<file path="src/rtl/control_unit_param.sv">
// Parametrised CPU sequencing FSM: fetches instructions with a valid handshake,
// decodes them for the ALU/RegFile datapath and handles HALT and branch-if-zero.
module control_unit_param #(
  parameter int             OPW     = 3,
  parameter int             RAW     = 2,
  parameter int             PCW     = 8,
  parameter logic [OPW-1:0] HALT_OP = {OPW{1'b1}},
  parameter logic [OPW-1:0] BRZ_OP  = {{(OPW-1){1'b1}}, 1'b0}
) (
  input  logic                   clk,
  input  logic                   reset,
  input  logic                   start,
  input  logic [OPW+3*RAW-1:0]   instr,
  input  logic                   imem_valid,
  input  logic                   alu_zero,
  output logic [OPW-1:0]         opcode,
  output logic [RAW-1:0]         ra1,
  output logic [RAW-1:0]         ra2,
  output logic [RAW-1:0]         wa,
  output logic                   we,
  output logic [PCW-1:0]         pc,
  output logic                   busy,
  output logic                   done
);

  localparam int IW = OPW + 3*RAW;
  localparam int TW = 3*RAW;

  typedef enum logic [2:0] {
    IDLE      = 3'd0,
    FETCH     = 3'd1,
    EXECUTE   = 3'd2,
    WRITEBACK = 3'd3,
    NEXT      = 3'd4,
    DONE      = 3'd5
  } state_t;

  state_t         state, state_next;
  logic [IW-1:0]  ir;
  logic           br_take;

  logic [OPW-1:0] ir_op;
  logic [TW-1:0]  ir_target;

  assign ir_op     = ir[IW-1 -: OPW];
  assign ir_target = ir[TW-1:0];

  // NOTE: sequential state uses non-blocking assignments so every register
  // samples the pre-edge values of the others, independent of statement order.
  always_ff @(posedge clk) begin
    if (reset) begin
      state   <= IDLE;
      pc      <= '0;
      ir      <= '0;
      br_take <= 1'b0;
    end else begin
      state <= state_next;
      case (state)
        FETCH: begin
          if (imem_valid) ir <= instr;
        end
        EXECUTE: begin
          br_take <= (ir_op == BRZ_OP) && alu_zero;
        end
        NEXT: begin
          br_take <= 1'b0;
          // Branch target is the three register fields taken as one address.
          if (br_take)             pc <= PCW'(ir_target);
          else if (pc != {PCW{1'b1}}) pc <= pc + 1'b1;
        end
        DONE: begin
          if (start) begin
            pc <= '0;
            ir <= '0;
          end
        end
        default: ;
      endcase
    end
  end

  // NOTE: every output and next-state signal gets a default before the case,
  // so no path through the block leaves a value unassigned (no latches).
  always_comb begin
    state_next = state;
    opcode     = '0;
    ra1        = '0;
    ra2        = '0;
    wa         = '0;
    we         = 1'b0;
    busy       = 1'b0;
    done       = 1'b0;
    case (state)
      IDLE: begin
        if (start) state_next = FETCH;
      end
      FETCH: begin
        busy = 1'b1;
        if (imem_valid)
          state_next = (instr[IW-1 -: OPW] == HALT_OP) ? DONE : EXECUTE;
      end
      EXECUTE, WRITEBACK, NEXT: begin
        busy = 1'b1;
        {opcode, ra1, ra2, wa} = ir;
        if (state == EXECUTE) begin
          state_next = WRITEBACK;
        end else if (state == WRITEBACK) begin
          we         = (ir_op != BRZ_OP);
          state_next = NEXT;
        end else if (!br_take && pc == {PCW{1'b1}}) begin
          state_next = DONE;
        end else begin
          state_next = FETCH;
        end
      end
      DONE: begin
        done = 1'b1;
        if (start) state_next = FETCH;
      end
      default: state_next = IDLE;
    endcase
  end

endmodule

</file>
<file path="config.mk">
export PLATFORM = sky130hd
export DESIGN_NAME = control_unit_param
export DESIGN_NICKNAME = d
export VERILOG_FILES = /design/src/rtl/control_unit_param.sv
export SDC_FILE = /design/constraint.sdc
export NUM_CORES = 1
export LEC_CHECK = 0
export ABC_CLOCK_PERIOD_IN_PS = 2650
export BUFFER_PORTS_ARGS = -buffer_cell sky130_fd_sc_hd__clkbuf_2
export CAP_MARGIN = 5
export CORE_MARGIN = 10
export CORE_UTILIZATION = 55
export DETAILED_ROUTE_END_ITERATION = 8
export GPL_ROUTABILITY_DRIVEN = 0
export GPL_TIMING_DRIVEN = 0
export PLACE_DENSITY = 0.84
export SYNTH_ARGS = -nofsm -noshare
export SYNTH_HDL_FRONTEND = slang
export SYNTH_SLANG_ARGS = --single-unit
</file>
<file path="constraint.sdc">
create_clock -name clk -period 2.65 [get_ports clk]
set_input_delay 0.53 -clock clk [delete_from_list [all_inputs] [get_ports clk]]
set_output_delay 0.53 -clock clk [all_outputs]
set_load 0.05 [all_outputs]
</file>
; ---- Word level (Yosys, flattened, before mapping)
; Cells that the tools add are included.
; Widths: inputs -> output; s select.
[word_totals]
regBits = 21
latchBits = 0
ramBits = 0
mem_bits_ro = 0
inputBits = 14
out_inout_bits = 20
word_cells = 56
n_memories = 0
[classes]
addsub = 1
n_mul = 0
div_mod_pow = 0
order_cmp = 0
n_eq_ne = 14
shift = 0
muxes = 24
n_bitwise = 0
reduce_logical = 13
[ops]
columns = operator, count
row1 = $mux 8, 3
row2 = $mux 3, 7
row3 = $mux 9, 2
row4 = $pmux 9 s2, 1
row5 = $pmux 8 s2, 1
row6 = $eq 3x3->1 const B, 4
row7 = $pmux 3 s3, 1
row8 = $add 8x1->8 const B, 1
row9 = $eq 8x8->1 const B, 1
row10 = $ne 8x8->1 const B, 1
row11 = $eq 3x2->1 const B, 2
row12 = $mux 2, 3
row13 = $ne 3x3->1 const B, 2
row14 = $reduce_and 3->1, 2
row15 = $reduce_bool 2->1, 3
row16 = $mux 1, 5
row17 = $ne 2x2->1 const B, 2
row18 = $reduce_or 4->1, 1
row19 = $eq 3x1->1 const B, 1
row20 = $logic_not 3->1, 1
row21 = $reduce_or 3->1, 1
row22 = $logic_and 1x1->1, 2
row23 = $ne 2x1->1 const B, 1
row24 = $pmux 1 s2, 1
row25 = other kinds (3), 3

; ---- Logic depth before layout (Yosys ltp)
; Gate-level depths: netlist of run 1.
[logic_depth]
ltp_word = 6
depth_mapped = 6
ltp_nobuf = 5

; ---- Least setup slack after synthesis of run 1
; Ideal clock, no wire load.
[synth_path]
path_kind = flip-flop to output port
start = register state[2]
end = output opcode[0]
arrival_ns = 1.682
slack_ns = 0.438
stages_incl_launch_ff = 5
cell_sequence = dfxtp_1 -> buf_2 -> nor3b_2 -> a21oi_1 -> nor2b_1
[synth_via]
elab_chain_cells = 3
[synth_rtl]
columns = item, line_no
row1 = "start, declared", 38  ; state_t state, state_next;
row2 = "start signal, assigned", 57  ; state <= state_next;
row3 = $eq 3x2->1 / $eq 3x3->1 (equally long branches), 93  ; case (state)
row4 = $reduce_or 3->1 (*), 93
row5 = $mux 3 (*), 93
row6 = "end, declared", 16  ; output logic [OPW-1:0] opcode,
; Mark *: on every way between the ends. The rest lies on a longest branch, timed or not.

; ---- Worst setup path in the final report of run 1
; Ends and elaborated chain as after synthesis.

==> results of run 1 <==
power breakdown:
group	switching, mW	internal (mW)
Sequential	0.00987	0.326
Clock	0.107	0.0566
Combinational	0.0609	0.0394
worst max-delay path by stage:
stage	from	cells after the start	slack, ns	end
final	state[2]	5	0.26	opcode[0]
after floorplan	state[2]	4	0.44	opcode[0]
after global placement	state[2]	5	0.55	opcode[1]
after global routing	state[2]	5	0.1	opcode[1]
after CTS	state[2]	5	0.13	wa[1]
after detailed placement	state[2]	5	0.50	wa[1]
synth_stat cells:
cell	count
and4_1	1
ha_1	1
buf_2	2
and3_1	1
o32ai_1	2
nand4_2	1
buf_6	1
or3_1	2
clkbuf_8	1
a21oi_1	7
nor4bb_1	1
o21a_1	2
and4_2	1
nor3b_2	1
nand4_1	1
and3b_1	1
nand2_1	12
inv_1	5
xnor2_1	4
nor3_1	3
nand3b_1	2
a21oi_2	1
o21ai_1	1
nor2b_1	10
clkbuf_1	5
nand2b_1	2
o311ai_0	1
nor2_1	13
nand3_1	12
mux2_2	2
a21o_1	1
a22oi_1	11
o21ai_0	5
dfxtp_1	21
nand4b_1	1
a31oi_1	1
o31ai_1	1
o211ai_1	4
a2bb2oi_1	3
a32oi_1	1
worst max-delay path: stages, from the launching register on:
cell	delay [ns]
dfxtp_1	0.35
buf_2	0.20
nor3b_2	0.39
a21oi_2	0.16
nor2b_1	0.15
clkbuf_2	0.29
flip-flops by register name (all words and copies together) (netlist names):
name	flops
state	3
ir	9
br_take	1
pc	8
final cells by class:
| cell class | instances | area [sq um] | share of cell area (%) |
|---|---|---|---|
| timing repair buffer | 33 | 165 | 11.5 |
| clock inverter | 1 | 5.00 | 0.349 |
| inverter | 5 | 18.8 | 1.31 |
| tap | 27 | 33.8 | 2.36 |
| sequential | 21 | 420 | 29.3 |
| clock buffer | 3 | 22.5 | 1.57 |
| multi-input combinational | 113 | 713 | 49.8 |
| buffer | 9 | 53.8 | 3.76 |
metrics by stage:
stage,hold slack (ns),power [mW],util [%],cell area (sq um)
after floorplan,0.471,0.411,-,1200
after global placement,0.496,0.439,69.3,1400
after detailed placement,0.510,0.442,69.3,1400
after CTS,0.457,0.600,70.7,1430
after global routing,0.460,0.627,70.9,1430
final,0.458,0.600,70.9,1430
routing by layer:
layer | part of all wire (%) | up-vias
li1 | - | 615
met1 | 45 | 587
met2 | 48 | 47
met3 | 6.4 | 4
met4 | 1.1 | 0
met5 | 0 | -
cell families (layout without fill, tap and decap cells):
group | Yosys count | count (layout)
AO/OA/AOI/OAI | 41 | 41
XOR/XNOR | 4 | 4
adder cells (fa/ha/maj) | 1 | 1
buffers and inverters | 14 | 51
flip-flops | 21 | 21
multiplexers | 2 | 2
AND/OR/NAND/NOR | 65 | 65
cells in the final DEF (no fill, tap or decap), types with 2 or more instances in the layout:
master and count:
clkbuf_4 3, a22oi_1 11, nor2b_1 10, mux2_2 2, buf_2 2, a21oi_2 2
o21a_1 2, clkbuf_1 5, a2bb2oi_1 3, inv_1 5, nor3_1 3, or3_1 2
nand2_1 12, nand3b_1 2, o21ai_0 5, clkbuf_2 33, nand3_1 12, dfxtp_1 21
o32ai_1 2, nand2b_1 2, nor2_1 13, o211ai_1 4, a21oi_1 6, xnor2_1 4
==> results.md, run 1 <==
* Outcome: finished clean
* Reg-to-Reg End: pc[6]
* Synth Cell Area at 0.00120 sq mm
* Nets at 201
* Synth unique cells at 40
* Mux cell area share after synthesis at 1.87%
* Core area at 0.00202 sq mm
* Wire per inst at 14.9 microns
* RSZ-0062 raised after global routing: no
* Slew HR at 58.8%
* Met3 Usage GRT at 3.85%
* Post-synthesis instance total at 148
* Worst clock skew at 0.00527 ns
* Share of layout cells above drive strength 1 at 25.9%
* Post-route ant nets at 0
* Synth top area share at 35.0%
* I/O Buffers at 33
* Layout Cells excl Fill at 212
* Critical path startpoint category: flop
* # setup viols final at 0
* Vias at 1,253
* Period utilization at 90.0%
* Vias per std cell at 5.91
* First-pass GRT wire length at 5400 microns
* Top post-synthesis cells by area: dfxtp_1, a22oi_1, nor2b_1, nand3_1, nor2_1
* Arrival time at the worst endpoint at 1.86 ns
* Minimum clock period at 2.39 ns
* Clk Latency, worst-skew pair at 0.32 ns
* Worst Path Max Fanout at 10
* Initial antenna violation count at 0
* Die area at 0.00446 sq mm
* CTS buffer count at 3
* Worst setup margin at 0.264 ns
* Syn nets at 163
* Worst Setup End Kind: output pin
* Sequential fraction of the synthesis area at 35.0%
* Io pins at 34
* Final Hold Fails at 0
* Leakage at 0.553 nW
* N_diodes at 0
* Residual DRC at 0
* Gr busiest metal: met2
* Clock sinks at 21
* Cells after DPL at 208
* Reg2Reg Depth at 5
* Total GRT Usage at 14.8%
* Chip Height at 66.8 microns
* Worst slack, placed at 0.496 ns
* Tightest Pin Transition at 0.614 ns
* Syn-to-layout area delta at 19.1%
* Max Root-Sink Buffers at 2
* Hold path depth at 3
* CTS tree: built
* Fin Setup TNS at 0 ns
* Reg2reg setup slack at 0.65 ns
* Top achievable clock speed at 0.419 GHz
* Remaining Overflow, GRT at 0
* Largest net degree at the start of global routing at 13
* DP HPWL at 2410 microns
* Row cnt at 16
* Avg Inst Size Synth at 8.12 sq um
* Reg2Reg Launch Point: pc[0]
* CTS Root Cell: clkbuf_4
* CP required at 2.12 ns
* Final slew viol count at 0
* Hold Path End: ir[2]
* Synth Area in Compound Gates at 23.6%
* Die X-Extent at 66.8 microns
* Fillcell total at 166
* Cts hold-fix bufs at 0
* Synth warn at 0
* Final wirelength at 3160 microns
* Vias in the first global route at 1,231
* Met2 Use GR at 24.5%
* Synth Area in Adders at 1.04%
* Min-Delay Path Class: input port to flop
* Htree depth at 1
* Max_cap viols at 0
* Yosys reg bits at 21
* Reg clk slew, reported paths at 0.13 ns
* CTS resizes at 0
* Setup bufs post-CTS at 0
* Synth Area in Simple Gates at 29.6%
* Met1 usage at 17.9%
* Power per cell area at 419 mW/mm^2
* 1st-pass router iterations at 4
* Synth Area in XOR/XNOR at 2.91%
* Synth area leader: dfxtp_1
* Critical path type: flop to output pin
* Worst vdd ir at 401 uV
* Number of DRC markers in iteration 0 at 60
* Starting density of the core at 59.5%
* Largest family of logic cells by synthesized area: simple AND/OR/NAND/NOR gates
* Hold Crit Start: instr[2]
Note: power is estimated with default switching activity, not from simulation.
==> run 2, diff against run 1 <==
- ABC_CLOCK_PERIOD_IN_PS: 2650 -> 2100
- CORE_UTILIZATION: 55 -> 46
- CTS_CLUSTER_DIAMETER: not set -> 60
- PLACE_DENSITY: 0.84 -> 0.75
- clock period: 2.65 -> 2.1 ns (I/O delays scaled with it)
==> run 2 against run 1 <==
Against the previous run:
- cell count up 1.9%
- sequential power up 26%
- critical path type unchanged
- die area increased by 14%
- clock skew fell by 0.0024 ns
- critical endpoint is now opcode[2]
- combinational power up 36%
- cell area up 6.7%
- via count is 0.40% lower
==> results.md, run 2 (synthesized netlist as in run 1, its figures left out) <==
* Post-route ant nets at 0 (unchanged)
* Fin Setup TNS at 0 ns (unchanged)
* Int Power at 0.539 mW (+28%)
* Max Root-Sink Buffers at 2 (unchanged)
* Share of layout cells above drive strength 1 at 29.6% (+3.6 points)
* Starting density of the core at 48.5% (-11 points)
* Met1 usage at 15.5% (-2.4 points)
* Final Hold Fails at 0 (unchanged)
* Met2 Use GR at 21.6% (-3.0 points)
* Cell area after layout at 0.00153 sq mm (+6.7%)
* Worst vdd ir at 443 uV (+11%)
* Core area at 0.00248 sq mm (+23%)
* Vias per std cell at 5.78 (-2.2%)
* Net load switching power at 0.229 mW (+29%)
* Max_cap viols at 0 (unchanged)
* CTS buffer count at 3 (unchanged)
* Met3 Usage GRT at 5.02% (+1.2 points)
* Outcome: finished clean
* Wire per inst at 15.7 microns (+5.2%)
* Vias at 1,248 (-0.40%)
* Die X-Extent at 71.1 microns (+6.5%)
* Minimum clock period at 2.06 ns
* Residual DRC at 0 (unchanged)
* Comb pwr share at 17.7% (+1.0 points)
* Top achievable clock speed at 0.486 GHz
* RSZ-0062 raised after global routing: yes
* Cts hold-fix bufs at 0 (unchanged)
* Worst slack, placed at 0.0371 ns (-0.459 ns)
* N_diodes at 0 (unchanged)
* Final slew viol count at 0 (unchanged)
* Initial antenna violation count at 0 (unchanged)
* Hold path depth at 3 (unchanged)
* Die area at 0.00506 sq mm (+14%)
* Regs by FF count: ir: 9 flops, pc: 8 flops, state: 3 flops
* Largest net degree at the start of global routing at 14 (+1)
* Nets at 202 (+0.50%)
* Htree depth at 1 (unchanged)
* Clock power share at 26.9% (-0.4 points)
* # setup viols final at 0 (unchanged)
* Leakage at 0.575 nW (+4.1%)
* Worst clock skew at 0.00289 ns (-0.00238 ns)
* CTS Root Cell: clkbuf_4
* Gr busiest metal: met2
* Io pins at 34 (unchanged)
* CTS tree: built
* I/O Buffers at 33 (unchanged)
* Critical path startpoint category: flop
* Min-Delay Path Class: input port to flop
* Biggest register: ir
* Reg-to-Reg End: pc[6]
* Max reg flops at 9 (unchanged)
* Reg2reg setup slack at 0.28 ns (-0.37 ns)
* Reg clk slew, reported paths at 0.12 ns (about the same)
* Register share of total power at 55.4% (-0.6 points)
* Row cnt at 18 (+2)
* Clock sinks at 21 (unchanged)
* Total GRT Usage at 13.1% (-1.7 points)
* Slew HR at 71.4% (+13 points)
* Number of DRC markers in iteration 0 at 111 (+85%)
* Period utilization at 97.9%
* Reg2Reg Depth at 5 (unchanged)
* Hold Path End: ir[2]
* Reg2Reg Launch Point: pc[0]
* Chip Height at 71.1 microns (+6.5%)
* Placed Area at 0.00141 sq mm (+0.27%)
* Tightest Pin Transition at 0.429 ns (-0.185 ns)
* Remaining Overflow, GRT at 0 (unchanged)
* DP HPWL at 2420 microns (+0.32%)
* Switching Share at 29.9% (+0.17 points)
* Commonest non-fill, non-tap cell in the layout: clkbuf_2
* CP required at 1.68 ns (-0.44 ns)
* Worst Path Max Fanout at 10 (unchanged)
* Hold Crit Start: instr[2]
* First-pass GRT wire length at 5720 microns (+6.0%)
* Final wirelength at 3380 microns (+7.2%)
* Commonest cells after routing, fill and taps aside: clkbuf_2, dfxtp_1, nor2_1, nand2_1, nand3_1
* Hold_ws at 0.355 ns (-0.103 ns)
* Worst setup margin at 0.0443 ns (-0.220 ns)
* Total chip power at 0.768 mW (+28%)
* 1st-pass router iterations at 4 (unchanged)
* Arrival time at the worst endpoint at 1.64 ns (-0.22 ns)
* Power per cell area at 503 mW/mm^2 (+20%)
* Critical path type: flop to output pin
* Vias in the first global route at 1,252 (+1.7%)
* Syn-to-layout area delta at 27.2%
* Worst Setup End Kind: output pin
* Clk Latency, worst-skew pair at 0.32 ns (about the same)
-- run 2: cell count changes in the layout (fill, tap and decap cells not counted), sizes merged --
cell	change
clkinv	-1
clkinvlp	+1
clkbuf	-10
buf	+11
-- run 2: worst max-delay path, cell delays in order, from the launching register on --
cell and delay (ns):
dfxtp_1 0.35, buf_4 0.17, nor3b_4 0.28, a21oi_4 0.11, nor2b_1 0.21, buf_6 0.19
-- run 2: worst max path at each step --
stage | startpoint | end | slack [ns]
finish | state[2] | opcode[2] | 0.04
global route | state[2] | opcode[2] | -0.03
CTS | state[0] | busy | 0.01
detailed placement | state[2] | wa[0] | 0.04
global placement | state[2] | opcode[2] | 0.10
floorplan | state[2] | opcode[0] | -0.002
-- run 2: repair_timing --
item | 4_1_cts | 5_1_grt
hold endpoints to repair | 0 | 0
resized for setup | 13 | 26
setup buffers | 1 | 0
gates cloned | 0 | 0
setup endpoints to repair | 9 | 12
-- run 2: metal layers --
metal / up-vias / wire length (microns)
met2: 47 / 1580
met4: 0 / 38
li1: 617 / -
met3: 6 / 232
met5: - / 0
met1: 578 / 1530
-- run 2: power groups by stage --
stage / combinational, mW / sequential [mW] / clock, mW
2_1_floorplan: 0.0898 / 0.429 / 0
4_1_cts: 0.133 / 0.424 / 0.209
6_report: 0.136 / 0.425 / 0.207
3_3_place_gp: 0.123 / 0.431 / 0
3_5_place_dp: 0.128 / 0.432 / 0
5_1_grt: 0.147 / 0.428 / 0.230
-- run 2: cell type report --
class | instances | area (sq um)
multi-input combinational | 113 | 738
clock buffer | 3 | 22.5
inverter | 5 | 18.8
tap | 30 | 37.5
buffer | 9 | 58.8
timing repair buffer | 34 | 225
clock inverter | 1 | 7.51
fill | 236 | 948
sequential | 21 | 420
-- run 2: through the flow --
step / util, % / std cells
4_1_cts: 59.9 / 216
3_3_place_gp: 56.7 / 211
5_1_grt: 61.7 / 216
2_1_floorplan: - / 148
3_5_place_dp: 56.7 / 211
6_report: 61.7 / 216
